[src/rtl/clk_en_gen_pkg.sv]
// Shared constants and lock FSM encoding for the clock-enable manager.
// Chip top imports the same defaults so board and core agree on settle time.
package clk_en_gen_pkg;

  localparam int DEF_CH_NUM          = 2;
  localparam int DEF_DIV_W           = 8;
  localparam int DEF_LOCK_CYCLES     = 16;
  localparam int DEF_LOCK_CNT_W      = 5;
  localparam int DEF_RST_SYNC_STAGES = 2;

  typedef enum logic [1:0] {
    LOCK_IDLE   = 2'd0,
    LOCK_SETTLE = 2'd1,
    LOCK_LOCKED = 2'd2
  } lock_state_e;

endpackage : clk_en_gen_pkg

[src/rtl/clk_en_gen_if.sv]
// Control/status bundle between the chip top (master) and the clock-enable
// manager (slave). Clock and board reset stay as plain ports.
interface clk_en_gen_if #(
  parameter int CH_NUM = clk_en_gen_pkg::DEF_CH_NUM,
  parameter int DIV_W  = clk_en_gen_pkg::DEF_DIV_W
);

  logic                    en;
  logic [CH_NUM*DIV_W-1:0] div;
  logic [CH_NUM-1:0]       ce_out;
  logic [CH_NUM-1:0]       phase_out;
  logic                    locked;
  logic                    sys_reset_;

  modport master (
    output en, div,
    input  ce_out, phase_out, locked, sys_reset_
  );

  modport slave (
    input  en, div,
    output ce_out, phase_out, locked, sys_reset_
  );

endinterface : clk_en_gen_if

[src/rtl/clk_en_gen_div.sv]
// One divided clock-enable channel: period is latched divide + 1 cycles,
// divide reloads only at a period boundary so no short periods occur.
module clk_en_div
  import clk_en_gen_pkg::*;
#(
  parameter int DIV_W = DEF_DIV_W
) (
  input  logic             clk,
  input  logic             rst_n,
  input  logic             run_i,
  input  logic [DIV_W-1:0] div_i,
  output logic             ce_o,
  output logic             phase_o
);

  logic [DIV_W-1:0] cnt_q, cnt_d;
  logic [DIV_W-1:0] div_q, div_d;
  logic             ce_q, ce_d;
  logic             phase_q, phase_d;
  logic             hit;

  // Next-state for counter, latched divide, pulse and phase.
  always_comb begin
    // NOTE: every output gets a default first so no path leaves it unassigned
    // and no latch is inferred.
    cnt_d   = cnt_q;
    div_d   = div_q;
    ce_d    = 1'b0;
    phase_d = phase_q;
    hit     = (cnt_q == div_q);
    if (!run_i) begin
      cnt_d   = '0;
      div_d   = div_i;
      phase_d = 1'b0;
    end else if (hit) begin
      // Counter compares against the latched N, so it never exceeds
      // 2**DIV_W-1 and cannot overflow.
      cnt_d   = '0;
      div_d   = div_i;
      ce_d    = 1'b1;
      phase_d = ~phase_q;
    end else begin
      cnt_d   = cnt_q + 1'b1;
    end
  end

  // Channel state registers.
  always_ff @(posedge clk or negedge rst_n) begin
    // NOTE: non-blocking assignments so every flop samples pre-edge values,
    // independent of statement order.
    if (!rst_n) begin
      cnt_q   <= '0;
      div_q   <= '0;
      ce_q    <= 1'b0;
      phase_q <= 1'b0;
    end else begin
      cnt_q   <= cnt_d;
      div_q   <= div_d;
      ce_q    <= ce_d;
      phase_q <= phase_d;
    end
  end

  assign ce_o    = ce_q;
  assign phase_o = phase_q;

endmodule : clk_en_div

[src/rtl/clk_en_gen.sv]
// Clock-enable manager: lock FSM with programmable settle, downstream reset
// synchroniser and CH_NUM divided enable channels, all on one clock.
module clk_en_gen
  import clk_en_gen_pkg::*;
#(
  parameter int CH_NUM          = DEF_CH_NUM,
  parameter int DIV_W           = DEF_DIV_W,
  parameter int LOCK_CYCLES     = DEF_LOCK_CYCLES,
  parameter int LOCK_CNT_W      = DEF_LOCK_CNT_W,
  parameter int RST_SYNC_STAGES = DEF_RST_SYNC_STAGES
) (
  input  logic         clk,
  input  logic         reset_,
  clk_en_gen_if.slave  bus
);

  lock_state_e                state_q, state_d;
  logic [LOCK_CNT_W-1:0]      cnt_q, cnt_d;
  logic                       locked_q, locked_d;
  logic [RST_SYNC_STAGES-1:0] sync_q, sync_d;
  logic                       ch_run;
  logic [CH_NUM-1:0]          ce_vec;
  logic [CH_NUM-1:0]          phase_vec;

  // Lock FSM next-state: en low from any state returns to IDLE immediately.
  always_comb begin
    state_d = state_q;
    cnt_d   = cnt_q;
    unique case (state_q)
      LOCK_IDLE: begin
        cnt_d = '0;
        if (bus.en) state_d = LOCK_SETTLE;
      end
      LOCK_SETTLE: begin
        if (!bus.en) begin
          state_d = LOCK_IDLE;
          cnt_d   = '0;
        end else if (cnt_q == LOCK_CNT_W'(LOCK_CYCLES - 1)) begin
          state_d = LOCK_LOCKED;
          cnt_d   = '0;
        end else begin
          cnt_d   = cnt_q + 1'b1;
        end
      end
      LOCK_LOCKED: begin
        cnt_d = '0;
        if (!bus.en) state_d = LOCK_IDLE;
      end
      default: begin
        state_d = LOCK_IDLE;
        cnt_d   = '0;
      end
    endcase
    locked_d = (state_d == LOCK_LOCKED);
  end

  // Deassert shifts locked through the chain; loss of lock clears it at once.
  always_comb begin
    sync_d = '0;
    if (locked_q) sync_d = (sync_q << 1) | RST_SYNC_STAGES'(1);
  end

  // Lock FSM, lock flag and reset synchroniser registers.
  always_ff @(posedge clk or negedge reset_) begin
    if (!reset_) begin
      state_q  <= LOCK_IDLE;
      cnt_q    <= '0;
      locked_q <= 1'b0;
      // NOTE: the synchroniser resets to the asserted state so sys_reset_
      // drops asynchronously with reset_ and only releases through the chain.
      sync_q   <= '0;
    end else begin
      state_q  <= state_d;
      cnt_q    <= cnt_d;
      locked_q <= locked_d;
      sync_q   <= sync_d;
    end
  end

  // Channels run only while locked and staying locked, so they clear on the
  // same edge that locked falls and start counting the edge after it rises.
  assign ch_run = locked_q & locked_d;

  for (genvar k = 0; k < CH_NUM; k++) begin : g_ch
    clk_en_div #(.DIV_W(DIV_W)) u_div (
      .clk     (clk),
      .rst_n   (reset_),
      .run_i   (ch_run),
      .div_i   (bus.div[k*DIV_W +: DIV_W]),
      .ce_o    (ce_vec[k]),
      .phase_o (phase_vec[k])
    );
  end

  assign bus.ce_out     = ce_vec;
  assign bus.phase_out  = phase_vec;
  assign bus.locked     = locked_q;
  assign bus.sys_reset_ = sync_q[RST_SYNC_STAGES-1];

endmodule : clk_en_gen

[src/flat_wrapper.sv]
// flat-port wrapper written by rule: the top's interface ports become plain ports
module clk_en_gen_flat import clk_en_gen_pkg::*;
#(
  parameter int CH_NUM          = DEF_CH_NUM,
  parameter int DIV_W           = DEF_DIV_W,
  parameter int LOCK_CYCLES     = DEF_LOCK_CYCLES,
  parameter int LOCK_CNT_W      = DEF_LOCK_CNT_W,
  parameter int RST_SYNC_STAGES = DEF_RST_SYNC_STAGES
)
  (clk, reset_, bus_en, bus_div, bus_ce_out, bus_phase_out, bus_locked, bus_sys_reset_);
  clk_en_gen_if #(.CH_NUM(CH_NUM), .DIV_W(DIV_W)) bus_i ();
  input  logic clk;
  input  logic reset_;
  input wire logic [$bits(bus_i.en)-1:0] bus_en;
  input wire logic [$bits(bus_i.div)-1:0] bus_div;
  output wire logic [$bits(bus_i.ce_out)-1:0] bus_ce_out;
  output wire logic [$bits(bus_i.phase_out)-1:0] bus_phase_out;
  output wire logic [$bits(bus_i.locked)-1:0] bus_locked;
  output wire logic [$bits(bus_i.sys_reset_)-1:0] bus_sys_reset_;
  assign bus_i.en = bus_en;
  assign bus_i.div = bus_div;
  assign bus_ce_out = bus_i.ce_out;
  assign bus_phase_out = bus_i.phase_out;
  assign bus_locked = bus_i.locked;
  assign bus_sys_reset_ = bus_i.sys_reset_;
  clk_en_gen #(.CH_NUM(CH_NUM), .DIV_W(DIV_W), .LOCK_CYCLES(LOCK_CYCLES), .LOCK_CNT_W(LOCK_CNT_W), .RST_SYNC_STAGES(RST_SYNC_STAGES)) u_core (.clk(clk), .reset_(reset_), .bus(bus_i));
endmodule
[config.mk]
export PLATFORM = sky130hd
export DESIGN_NAME = clk_en_gen_flat
export DESIGN_NICKNAME = d
export VERILOG_FILES = /design/src/rtl/clk_en_gen_pkg.sv /design/src/rtl/clk_en_gen_if.sv /design/src/rtl/clk_en_gen_div.sv /design/src/rtl/clk_en_gen.sv /design/src/flat_wrapper.sv
export SDC_FILE = /design/constraint.sdc
export NUM_CORES = 1
export LEC_CHECK = 0
export BUFFER_PORTS_ARGS = -buffer_cell sky130_fd_sc_hd__buf_4
export CORE_UTILIZATION = 30
export DETAILED_ROUTE_END_ITERATION = 8
export HOLD_SLACK_MARGIN = 0.15
export PLACE_DENSITY = 0.58
export SKIP_CTS_REPAIR_TIMING = 1
export SKIP_LAST_GASP = 1
export SYNTH_ARGS = -nofsm -noshare
export SYNTH_HDL_FRONTEND = slang
export SYNTH_SLANG_ARGS = --single-unit
[constraint.sdc]
create_clock -name clk -period 1.8 [get_ports clk]
set_input_delay 0.27 -clock clk [delete_from_list [all_inputs] [get_ports clk]]
set_output_delay 0.27 -clock clk [all_outputs]
set_load 0.02 [all_outputs]
Word level (Yosys, flattened, before mapping) --
Index checks and enable logic that the tools add are counted.
Word-level totals: input bits 19, word-level logic and storage cells 52, output and inout port bits 6, flip-flop bits (word level) 46
Cells by class: bitwise logic cells 3, eq/ne operators 8, $add $sub $neg 3, reductions and logical operators 1, muxes and demuxes 25
Operators by type and width (count):
- 8-bit 2-to-1 mux | 8
- 8-bit by 1-bit adder with 8-bit output (second input constant) | 2
- 8-bit == test | 2
- 5-bit 2-to-1 mux | 3
- 2-bit 2-to-1 mux | 5
- 1-bit 2-to-1 mux | 8
- 2-bit case mux with 3 select lines | 1
- 5-bit by 1-bit adder with 5-bit output (second input constant) | 1
- 5-bit by 4-bit == test with 1-bit output (second input constant) | 1
- 2-bit == test (second input constant) | 2
- 2-bit by 1-bit == test with 1-bit output (second input constant) | 1
- 2-bit zero test | 1
- 2-bit by 1-bit inequality test with 1-bit output (second input constant) | 1
- 2-bit inequality test (second input constant) | 1
- 1-bit NOT | 2
- 1-bit AND | 1

Logic depth before layout (Yosys ltp) --
depth after elaboration 7, mapped depth 6, depth with buffers taken out 5

Modules after synthesis --
Synthesis repeated with hierarchy kept, for this count alone.
Second synthesis, totals: cell total of the unflattened synthesis 165, area total of the unflattened synthesis 2074.5 um^2
By module, submodules not included:
- clk_en_div | instances 2, seq. area each 450.4 um^2, cells each 66, area an instance 837.1 um^2
- clk_en_gen | instances 1, seq. area each 250.2 um^2, cells each 33, area an instance 400.4 um^2

Least setup slack after synthesis --
OpenSTA, ideal clock, no wires.
kind register -> register, start reg u_core.cnt_q[0], end reg u_core.g_ch[0].u_div.div_q[5], data required time 1.675 ns, period minus slack after synthesis 1.724 ns, path slack 0.076 ns, data arrival time 1.599 ns, stages on the path, launching flop included 7, setup time 0.125 ns, cells stage by stage dfrtp_1 -> ha_1 -> and4b_4 -> a2bb2oi_4 -> o21bai_4 -> buf_6 -> mux2_4
Between the ends: cells in the longest elaborated chain, start to end 7
Ends and longest elaborated chain:
- from (decl) | line clk_en_gen.sv:18 | logic [LOCK_CNT_W-1:0] cnt_q, cnt_d;
- from (signal assigned) | line clk_en_gen.sv:74 | cnt_q <= cnt_d;
- 5-bit by 4-bit == test with 1-bit output (*) | line clk_en_gen.sv:38 | end else if (cnt_q == LOCK_CNT_W'(LOCK_CYCLES - 1)) begin
- 2-bit 2-to-1 mux (*) | line clk_en_gen.sv:38
- 2-bit 2-to-1 mux (*) | line clk_en_gen.sv:35 | if (!bus.en) begin
- 2-bit case mux with 3 select lines (*) | line clk_en_gen.sv:29 | unique case (state_q)
- 2-bit == test (*) | line clk_en_gen.sv:54 | locked_d = (state_d == LOCK_LOCKED);
- 1-bit AND (*) | line clk_en_gen.sv:82 | assign ch_run = locked_q & locked_d;
- 2-bit by 1-bit inequality test with 1-bit output (no source line) or 8-bit 2-to-1 mux (tied branches)
- to (signal assigned) | line clk_en_gen_div.sv:58 | div_q <= div_d;
- to (decl) | line clk_en_gen_div.sv:17 | logic [DIV_W-1:0] div_q, div_d;
Every way passes the cells marked *; elsewhere a longest branch is shown, timed or not. A chain may end at the register's enable or synchronous reset.

Worst setup path in the final report --
start reg u_core.cnt_q[0], end reg u_core.g_ch[0].u_div.div_q[2]
The elaborated chain is that of the path after synthesis.

==> reports/metrics.cfg <==
[clock_network]
cts_buffer_depth = 2
ctsHtreeMaxLevel = 2
clk_pin_slew_worst_paths_ps = 80
clock-sinks = 46
clk_latency_ps = 290
cts_tree = done
numCtsBuffers = 5
cts-root-buf = clkbuf_8

[worst_setup_path]
crit_end = u_core.g_ch[0].u_div.div_q[2]
crit_fanout = 16
required_ps = 1980
endpoint_kind = flop
rr_startpoint = u_core.cnt_q[0]
arrival_ps = 1890
r2r_slack_ps = 90
ff2ff_path_depth = 6
cp-start-kind = flop
startpoint = u_core.cnt_q[0]
crit_type = reg2reg
r2r_end = u_core.g_ch[0].u_div.div_q[2]

[worst_hold_path]
hold_class = in2reg
min_from = bus_div[6]

[power]
ir_drop_v = 0.0002215
power.leakage_uw = 0.001072
p_per_area_nw_per_um2 = 698.9

[cells_and_area]
diodes = 0
post-route-util = 0.3698
drive_gt1_frac = 0.3020
fillers = 687
nNetsFinal = 224
syn_to_final_growth_pct = 19.60

[synthesis]
seq_area_frac_synth = 0.5479
synth_nets = 191
synth_cell_types = 27
synth_top_cell_by_area = dfrtp_1
synthCells = 169
synth.area.top_cells = dfrtp_1, xnor2_1, mux2_2
syn_avg_cell_area_sq_um = 12.43
synth_top_area_frac = 0.5479
syn_area_sq_um = 2101
synth_seq_cells = 46
yosysWarnings = 0

[timing]
hold_violations = 0
setup_tns_ps = 0
setup_viol = 0
rsz0062_at_grt = false
period_minus_slack_ps = 1707
skew_ps = 5.835
whs_ps = 201.5
worstMarginPinSlew_ps = 573.5
max_freq_ghz = 0.5858
slew_viol_final = 0
min_period_over_period = 0.9483
maxSlewHeadroom = 0.6177

[die]
die_h_um = 85.68
core_area_sq_um = 6794
die_w_um = 85.68
num_rows = 30
die_area_sq_um = 7341
boundaryPins = 25
initial_core_util = 0.3092

[route]
totalWireLength_mm = 3.363
avgRoutedWirePerCell_um = 11.29
drc = 0
via_count = 1248
route.top_layer_used = met4
viasPerCell = 4.188
drt_iter0_markers = 33
ant_nets = 0
drt_first_pass_iters = 4
wl_met1_mm = 1.737
met3_length_um = 99
met2_length_mm = 1.479

[global_route]
antenna_found_initial = 0
grt_pass1_wl_mm = 6.147
gr-usage-all-layers = 0.1100
grt_pass1_vias = 1334
grt_overflow = 0
grt_max_degree = 47

[outcome]
status = completed

[place]
dp_hpwl_mm = 2.393
place.gp.congestion = 0.7187
io_buffers = 24

[run]
cap_violations = 0

how the worst min path moves through the flow:
stage | to | depth (start not counted)
after floorplan | u_core.bus.locked | 0
after global placement | u_core.g_ch[1].u_div.div_q[0] | 1
after CTS | u_core.g_ch[0].u_div.div_q[7] | 1
after detailed placement | u_core.g_ch[1].u_div.div_q[0] | 1
final | u_core.g_ch[0].u_div.div_q[6] | 2
after global routing | u_core.g_ch[0].u_div.div_q[6] | 2
registers in the layout, indices dropped and copies added, names as in the netlist:
signal / cells
u_core.g_ch.u_div.cnt_q: 16
u_core.g_ch.u_div.div_q: 16
u_core.cnt_q: 5
u_core.g_ch.u_div.ce_o: 2
u_core.g_ch.u_div.phase_o: 2
u_core.state_q: 2
u_core.sync_q: 2
u_core.bus.locked: 1
critical path, cell delays in order, from the launching register on:
cell and delay [ps]:
dfrtp_1 400, ha_1 210, and4b_4 200, a2bb2oi_4 130
o21bai_4 140, buf_12 160, mux2_2 340
cell usage in the layout, fill, tap and decap left out, types with 2 or more instances in the layout:
| cell | count |
|---|---|
| a21oi_1 | 2 |
| and2_1 | 3 |
| and3_1 | 2 |
| and4b_4 | 2 |
| buf_12 | 2 |
| buf_4 | 29 |
| clkbuf_1 | 2 |
| clkbuf_8 | 5 |
| dfrtp_1 | 46 |
| ha_1 | 3 |
| inv_1 | 3 |
| mux2_2 | 12 |
| mux2_4 | 4 |
| nand2_1 | 7 |
| nand3_1 | 6 |
| nand4_1 | 2 |
| nand4_2 | 2 |
| nor2_1 | 23 |
| nor3_1 | 4 |
| o21ai_0 | 3 |
| o21bai_4 | 2 |
| or3_1 | 2 |
| xnor2_1 | 25 |
| xor2_1 | 5 |
layer usage:
metal,GRT usage,up-vias
met5,0,-
met4,0.06364,0
met3,0.02695,4
met2,0.1615,19
met1,0.1477,600
li1,-,625
where the power goes:
part | internal, uW | switching (uW)
combinational | 59.7 | 44.7
clock | 268 | 314
sequential | 1050 | 15.5
total | 1380 | 374
through the flow:
step                total power (uW)  std cells  area [sq um]  setup slack (ps)
floorplan                       1132        169          2101             75.99
global placement                1194        290          2426             115.8
detailed placement              1196        290          2426             89.32
CTS                             1784        297          2502             74.26
global route                    1847        298          2512             12.01
finish                          1756        298          2512             93.07
layout make-up:
cell class,instances,area [sq um],area share
flip-flops and latches,46,1151,0.4582
multi-input cells,114,885.9,0.3526
repair buffers,32,267.8,0.1066
well taps,96,120.1,0.04781
clock buffers,7,76.32,0.03038
inverters,3,11.26,0.004482
synthesized netlist by cell type:
cell type	n
and3_1	2
o21ai_0	3
nand3_1	6
buf_6	2
and3b_2	1
dfrtp_1	46
nor2_1	23
inv_1	3
nor3_1	4
or3_1	2
nand2b_1	1
a21oi_1	2
xor2_1	5
nand3b_1	1
xnor2_1	25
buf_4	4
nand4_2	2
and4b_4	2
or2_2	1
mux2_2	12
mux2_4	4
nand4_1	2
ha_1	3
a2bb2oi_4	1
o21bai_4	2
and2_1	3
nand2_1	7
cell families (layout without fill, tap and decap cells):
group,Yosys count,in the layout,synth area share
AOI/OAI and AO/OA,8,8,0.04229
and+or+nand+nor,57,57,0.1435
adders and majority gates,3,3,0.01787
buffers and inverters,9,42,0.03037
muxes,16,16,0.09291
DFF,46,46,0.5479
xor gates and xnor gates,30,30,0.1251
(Power assumes the default switching activity.)
